**src/rtl/in_mem_rd_sched_pkg.sv**
```systemverilog
// Shared types for the input-memory read scheduler: requester indices,
// FSM encoding, the response tag, and the round-robin pick helper.
package in_mem_rd_sched_pkg;

  localparam int NUM_REQ = 3;
  localparam int REQ_C1  = 0;
  localparam int REQ_C   = 1;
  localparam int REQ_MP  = 2;

  typedef enum logic {
    ST_IDLE  = 1'b0,
    ST_BURST = 1'b1
  } rd_state_t;

  typedef struct packed {
    logic       valid;
    logic [1:0] id;
    logic       last;
  } rsp_tag_t;

  // First candidate in the order last+1, last+2, last+3 (mod NUM_REQ).
  function automatic logic [1:0] rr_pick(input logic [1:0]         last,
                                         input logic [NUM_REQ-1:0] cand);
    logic [1:0] idx;
    logic [1:0] pick;
    logic       found;
    idx   = last;
    pick  = last;
    found = 1'b0;
    for (int k = 0; k < NUM_REQ; k++) begin
      idx = (idx == 2'd2) ? 2'd0 : idx + 2'd1;
      if (!found && cand[idx]) begin
        pick  = idx;
        found = 1'b1;
      end
    end
    return pick;
  endfunction

endpackage

```
**src/rtl/in_mem_rd_lat_pipe.sv**
```systemverilog
// Response-tag delay line matching the BRAM read latency; a flush
// invalidates every stage in one edge.
module in_mem_rd_lat_pipe
  import in_mem_rd_sched_pkg::*;
#(
  parameter int DEPTH = 2
) (
  input  logic     i_clk,
  input  logic     i_rst_n,
  input  logic     i_flush,
  input  rsp_tag_t i_tag,
  output rsp_tag_t o_tag,
  output logic     o_any_valid
);

  rsp_tag_t r_stage [DEPTH];

  always_ff @(posedge i_clk) begin
    if (!i_rst_n || i_flush) begin
      for (int i = 0; i < DEPTH; i++) r_stage[i] <= '0;
    end else begin
      r_stage[0] <= i_tag;
      for (int i = 1; i < DEPTH; i++) r_stage[i] <= r_stage[i-1];
    end
  end

  assign o_tag = r_stage[DEPTH-1];

  always_comb begin
    o_any_valid = 1'b0;
    for (int i = 0; i < DEPTH; i++) o_any_valid |= r_stage[i].valid;
  end

endmodule

```
**src/rtl/in_mem_rd_sched.sv**
```systemverilog
// Round-robin whole-burst scheduler for the input-memory read port.
// Optional counters: define INMEM_RD_PERF_EN for perf_beats/perf_stall/perf_clr.
//   state    | meaning
//   ST_IDLE  | arbitrate among req_valid & req_en_mask, no beat accepted
//   ST_BURST | granted requester streams beats until req_last
module in_mem_rd_sched
  import in_mem_rd_sched_pkg::*;
#(
  parameter int AXI_HP_BIT = 64,
  parameter int ADDR_WIDTH = 14,
  parameter int RD_LATENCY = 2
) (
  input  logic                                i_clk,
  input  logic                                i_rst_n,
  input  logic [NUM_REQ-1:0]                  i_req_en_mask,
  input  logic                                i_abort,
  input  logic [NUM_REQ-1:0]                  i_req_valid,
  input  logic [NUM_REQ*(ADDR_WIDTH+1)-1:0]   i_req_addr,
  input  logic [NUM_REQ-1:0]                  i_req_last,
  output logic [NUM_REQ-1:0]                  o_req_ready,
  output logic [NUM_REQ-1:0]                  o_rsp_valid,
  output logic [NUM_REQ-1:0]                  o_rsp_last,
  output logic [AXI_HP_BIT-1:0]               o_rsp_data,
  output logic                                o_mem_rd_en,
  output logic [ADDR_WIDTH:0]                 o_mem_rd_addr,
  input  logic [AXI_HP_BIT-1:0]               i_mem_rd_data,
  output logic                                o_busy
`ifdef INMEM_RD_PERF_EN
  ,
  input  logic                                i_perf_clr,
  output logic [NUM_REQ*32-1:0]               o_perf_beats,
  output logic [NUM_REQ*32-1:0]               o_perf_stall
`endif
);

  localparam int AW = ADDR_WIDTH + 1;

  rd_state_t          r_state, w_state_nxt;
  logic [1:0]         r_grant, w_grant_nxt;
  logic [1:0]         r_last_grant, w_last_grant_nxt;
  logic [NUM_REQ-1:0] w_cand;
  logic [NUM_REQ-1:0] w_ready;
  logic               w_beat;
  logic [AW-1:0]      w_addr_slice [NUM_REQ];
  logic [AW-1:0]      r_mem_rd_addr;
  rsp_tag_t           r_issue_tag;
  rsp_tag_t           w_out_tag;
  logic               w_pipe_busy;

  assign w_cand = i_req_valid & i_req_en_mask;

  always_comb begin
    for (int i = 0; i < NUM_REQ; i++) w_addr_slice[i] = i_req_addr[i*AW +: AW];
  end

  always_ff @(posedge i_clk) begin
    if (!i_rst_n) begin
      r_state      <= ST_IDLE;
      r_grant      <= '0;
      r_last_grant <= 2'(REQ_MP);
    end else begin
      r_state      <= w_state_nxt;
      r_grant      <= w_grant_nxt;
      r_last_grant <= w_last_grant_nxt;
    end
  end

  // Abort wins over any beat: ready stays low so nothing is accepted.
  always_comb begin
    w_state_nxt      = r_state;
    w_grant_nxt      = r_grant;
    w_last_grant_nxt = r_last_grant;
    w_ready          = '0;
    w_beat           = 1'b0;
    if (i_abort) begin
      w_state_nxt = ST_IDLE;
    end else begin
      case (r_state)
        ST_IDLE: begin
          if (|w_cand) begin
            w_grant_nxt = rr_pick(r_last_grant, w_cand);
            w_state_nxt = ST_BURST;
          end
        end
        ST_BURST: begin
          w_ready[r_grant] = 1'b1;
          w_beat           = i_req_valid[r_grant];
          if (w_beat && i_req_last[r_grant]) begin
            w_last_grant_nxt = r_grant;
            w_state_nxt      = ST_IDLE;
          end
        end
        default: w_state_nxt = ST_IDLE;
      endcase
    end
  end

  assign o_req_ready = w_ready;

  always_ff @(posedge i_clk) begin
    if (!i_rst_n) begin
      r_issue_tag   <= '0;
      r_mem_rd_addr <= '0;
    end else begin
      r_issue_tag <= '0;
      if (w_beat) begin
        r_issue_tag   <= '{valid: 1'b1, id: r_grant, last: i_req_last[r_grant]};
        r_mem_rd_addr <= w_addr_slice[r_grant];
      end
    end
  end

  assign o_mem_rd_en   = r_issue_tag.valid;
  assign o_mem_rd_addr = r_mem_rd_addr;

  in_mem_rd_lat_pipe #(
    .DEPTH(RD_LATENCY)
  ) u_lat_pipe (
    .i_clk      (i_clk),
    .i_rst_n    (i_rst_n),
    .i_flush    (i_abort),
    .i_tag      (r_issue_tag),
    .o_tag      (w_out_tag),
    .o_any_valid(w_pipe_busy)
  );

  always_comb begin
    o_rsp_valid = '0;
    o_rsp_last  = '0;
    if (w_out_tag.valid) begin
      o_rsp_valid[w_out_tag.id] = 1'b1;
      o_rsp_last[w_out_tag.id]  = w_out_tag.last;
    end
  end

  assign o_rsp_data = i_mem_rd_data;
  assign o_busy     = (r_state == ST_BURST) | r_issue_tag.valid | w_pipe_busy;

`ifdef INMEM_RD_PERF_EN
  logic [31:0] r_perf_beats [NUM_REQ];
  logic [31:0] r_perf_stall [NUM_REQ];

  always_ff @(posedge i_clk) begin
    if (!i_rst_n || i_perf_clr) begin
      for (int i = 0; i < NUM_REQ; i++) begin
        r_perf_beats[i] <= '0;
        r_perf_stall[i] <= '0;
      end
    end else begin
      for (int i = 0; i < NUM_REQ; i++) begin
        if (w_ready[i] && i_req_valid[i] && (r_perf_beats[i] != '1))
          r_perf_beats[i] <= r_perf_beats[i] + 32'd1;
        if (w_cand[i] && !w_ready[i] && (r_perf_stall[i] != '1))
          r_perf_stall[i] <= r_perf_stall[i] + 32'd1;
      end
    end
  end

  always_comb begin
    for (int i = 0; i < NUM_REQ; i++) begin
      o_perf_beats[i*32 +: 32] = r_perf_beats[i];
      o_perf_stall[i*32 +: 32] = r_perf_stall[i];
    end
  end
`endif

endmodule

```
**config.mk**
```make
export PLATFORM = sky130hd
export DESIGN_NAME = in_mem_rd_sched
export DESIGN_NICKNAME = d
export VERILOG_FILES = /design/src/rtl/in_mem_rd_sched_pkg.sv /design/src/rtl/in_mem_rd_lat_pipe.sv /design/src/rtl/in_mem_rd_sched.sv
export SDC_FILE = /design/constraint.sdc
export NUM_CORES = 1
export LEC_CHECK = 0
export CORE_MARGIN = 1
export CORE_UTILIZATION = 30
export CTS_CLUSTER_SIZE = 25
export DETAILED_ROUTE_END_ITERATION = 7
export GPL_ROUTABILITY_DRIVEN = 1
export PLACE_DENSITY_LB_ADDON = 0.3
export SLEW_MARGIN = 20
export SYNTH_ARGS = -nofsm -noshare
export SYNTH_HDL_FRONTEND = slang
export SYNTH_SLANG_ARGS = --single-unit
export TNS_END_PERCENT = 20
```
**constraint.sdc**
```tcl
create_clock -name i_clk -period 2.2 [get_ports i_clk]
set_input_delay 0.66 -clock i_clk [delete_from_list [all_inputs] [get_ports i_clk]]
set_output_delay 0.66 -clock i_clk [all_outputs]
set_load 0.01 [all_outputs]
```
==> out/results.ini <==
[status]
status = complete, no violations

[setup_path]
end_kind = primary output
path_max_fanout = 3
worstPathRequired_ns = 1.54
cp-startpoint = u_lat_pipe.r_stage[0][7]
rr_startpoint = r_grant[0]
start_kind = flip-flop
arrival_ns = 1.46
criticalPathCategory = flip-flop to primary output

[cells_and_area]
fin_area_sq_um = 2764
diodes = 0
final_common_cell = clkdlybuf4s50_1
area_delta_synth_final_pct = 29.94
nFillCells = 710
layout_common_cells = 75 x clkdlybuf4s50_1, 32 x a21oi_1, 30 x dfxtp_1
nets = 392
drive_above_1_share_pct = 16.91

[timing]
skew_ns = 0.003405
final.period_utilization_pct = 96.53
timing.fmax_mhz = 470.9
slew_headroom_pct = 66.10
tightest_slew_ns = 0.5051
setup-violations-final = 0
period_needed_ns = 2.124
hold_viol = 0
slew_viol_final = 0
rsz0062_at_grt = true

[route]
wl_met1_um = 1977
drc = 0
met2WireLength_um = 2406
wl_met3_um = 558
top_layer = met4
first_pass_iters = 2
routed_wl_um = 5101
viasPerCell = 4.519
routedWlPerCell_um = 13.86
vias = 1663
drtIter0Drc = 14
antenna_left = 0

[floorplanning]
rows = 30
coreArea_sq_um = 6832
die_area_sq_um = 7430
die_w_um = 86.20
fp.dieH_um = 86.20
ios = 211
start_util_pct = 31.14

[flow_run]
max_cap_violations = 0

[cts]
clockBufferDepth = 2
clkSlewWorstSetupHoldPaths_ns = 0.06
clkSinkCount = 32
clockRootBuffer = clkbuf_8
clk_latency_ns = 0.28
cts_tree = yes
cts_buffers = 5
htreeDepth = 2

[logic_synthesis]
syn_area_sq_um = 2127
synth-edff-count = 0
async_flop_share_pct = 0
synth_seq_cells = 32
syn_nets = 366
synth_warnings = 0
ys.flop_type = dfxtp_1
synth_cell_type_count = 34
syn_inst = 245
syn_avg_cell_area_sq_um = 8.682
ys_seq_area_share_pct = 30.12

[worst_hold_path]
min_from = u_lat_pipe.r_stage[0][1]
hold_path_class = flip-flop to flip-flop

[grt]
antenna_found_initial = 0
grt_use_total_pct = 14.71
grt_max_degree = 18
grt_overflow = 0
grt_pass1_wl_um = 8473
grt_pass1_vias = 1816

[place]
port_buffers = 82
placed_area_sq_um = 2628
place_congestion = 0.7131
dpl.hpwl_um = 3944

[power]
powerDensity_nw_per_um2 = 568.7
p_leak_uw = 0.001026
irDropWorstVdd_v = 0.0002345
finalPower_uw = 1572

-- flip-flops by register name (all words and copies together), names as in the netlist --
name	flops
o_mem_rd_addr	15
o_mem_rd_en	1
r_grant	2
r_issue_tag	3
r_last_grant	2
r_state	1
u_lat_pipe.r_stage	8
-- layout make-up --
cell class,instances,area (sq um),share of cell area [%]
Multi-Input combinational cell,134,925.9,33.50
Clock inverter,1,30.03,1.086
Clock buffer,7,96.34,3.486
Tap cell,96,120.1,4.346
Inverter,2,7.507,0.2716
Timing Repair Buffer,96,940.9,34.04
Sequential cell,32,643.1,23.27
-- path summary, 6_finish.rpt --
kind,end,slack [ns],cells after the start
hold / removal,u_lat_pipe.r_stage[0][5],0.43,1
setup reg to reg,r_last_grant[1],0.50,5
hold reg to reg,u_lat_pipe.r_stage[0][5],0.43,1
setup / recovery,o_rsp_last[2],0.08,3
-- cells by family (layout without fill, tap and decap cells) --
group                  count (synthesis)  after routing  synth area share (%)
and+or+nand+nor                       56             56                 14.12
muxes                                 18             18                 9.059
AOI/OAI and AO/OA                     60             60                 19.53
buffers and inverters                 79            106                 27.18
DFF                                   32             32                 30.12
-- stage by stage --
step	setup slack, ns	util [%]	hold WS [ns]	setup TNS (ns)	std cells
floorplan	0.1534	-	0.4057	0	245
global placement	-0.6117	38.46	0.4086	-1.682	360
detailed placement	-0.6132	38.46	0.4105	-1.657	360
CTS	0.002752	40.24	0.4260	0	368
global route	-0.04812	40.46	0.4415	-0.1047	368
finish	0.07626	40.46	0.4251	0	368
-- worst max-delay path, cell delays in order, from the launching register on --
cell	delay (ns)
dfxtp_1	0.33
nor2b_2	0.16
and3_1	0.17
clkdlybuf4s50_1	0.52
-- power by group --
part | switching (uW) | internal, uW | leakage (uW)
registers | 14.3 | 595 | 0.000260
clock network | 209 | 399 | 0.0000645
logic | 156 | 199 | 0.000702
-- synthesized netlist by cell type, types with 3 or more instances --
master | instances | area share [%]
nor2b_1 | 4 | 1.2
a31oi_1 | 3 | 0.88
buf_2 | 3 | 0.71
nand3_1 | 3 | 0.71
o21ai_0 | 4 | 0.94
and2_1 | 15 | 4.4
a211oi_1 | 6 | 2.1
a21oi_1 | 32 | 7.5
dfxtp_1 | 32 | 30
mux2i_1 | 17 | 8.0
buf_6 | 4 | 2.1
nand2_1 | 6 | 1.1
nor2_1 | 19 | 3.4
a211oi_2 | 9 | 5.3
clkbuf_1 | 4 | 0.71
buf_4 | 66 | 23
-- what timing repair did --
| action | 4_1_cts | 5_1_grt |
|---|---|---|
| setup endpoints to repair | 5 | 7 |
| cloned | 0 | 0 |
| gates resized for setup | 13 | 7 |
| setup buffers | 0 | 0 |
| hold buffers | 0 | 0 |
-- per-layer routing --
metal / track usage [%] / vias to the layer above
met1: 15.56 / 722
met5: 0 / -
met3: 7.143 / 20
li1: - / 828
met2: 24.39 / 93
met4: 7.424 / 0
Power figures use the tool's default switching activity.
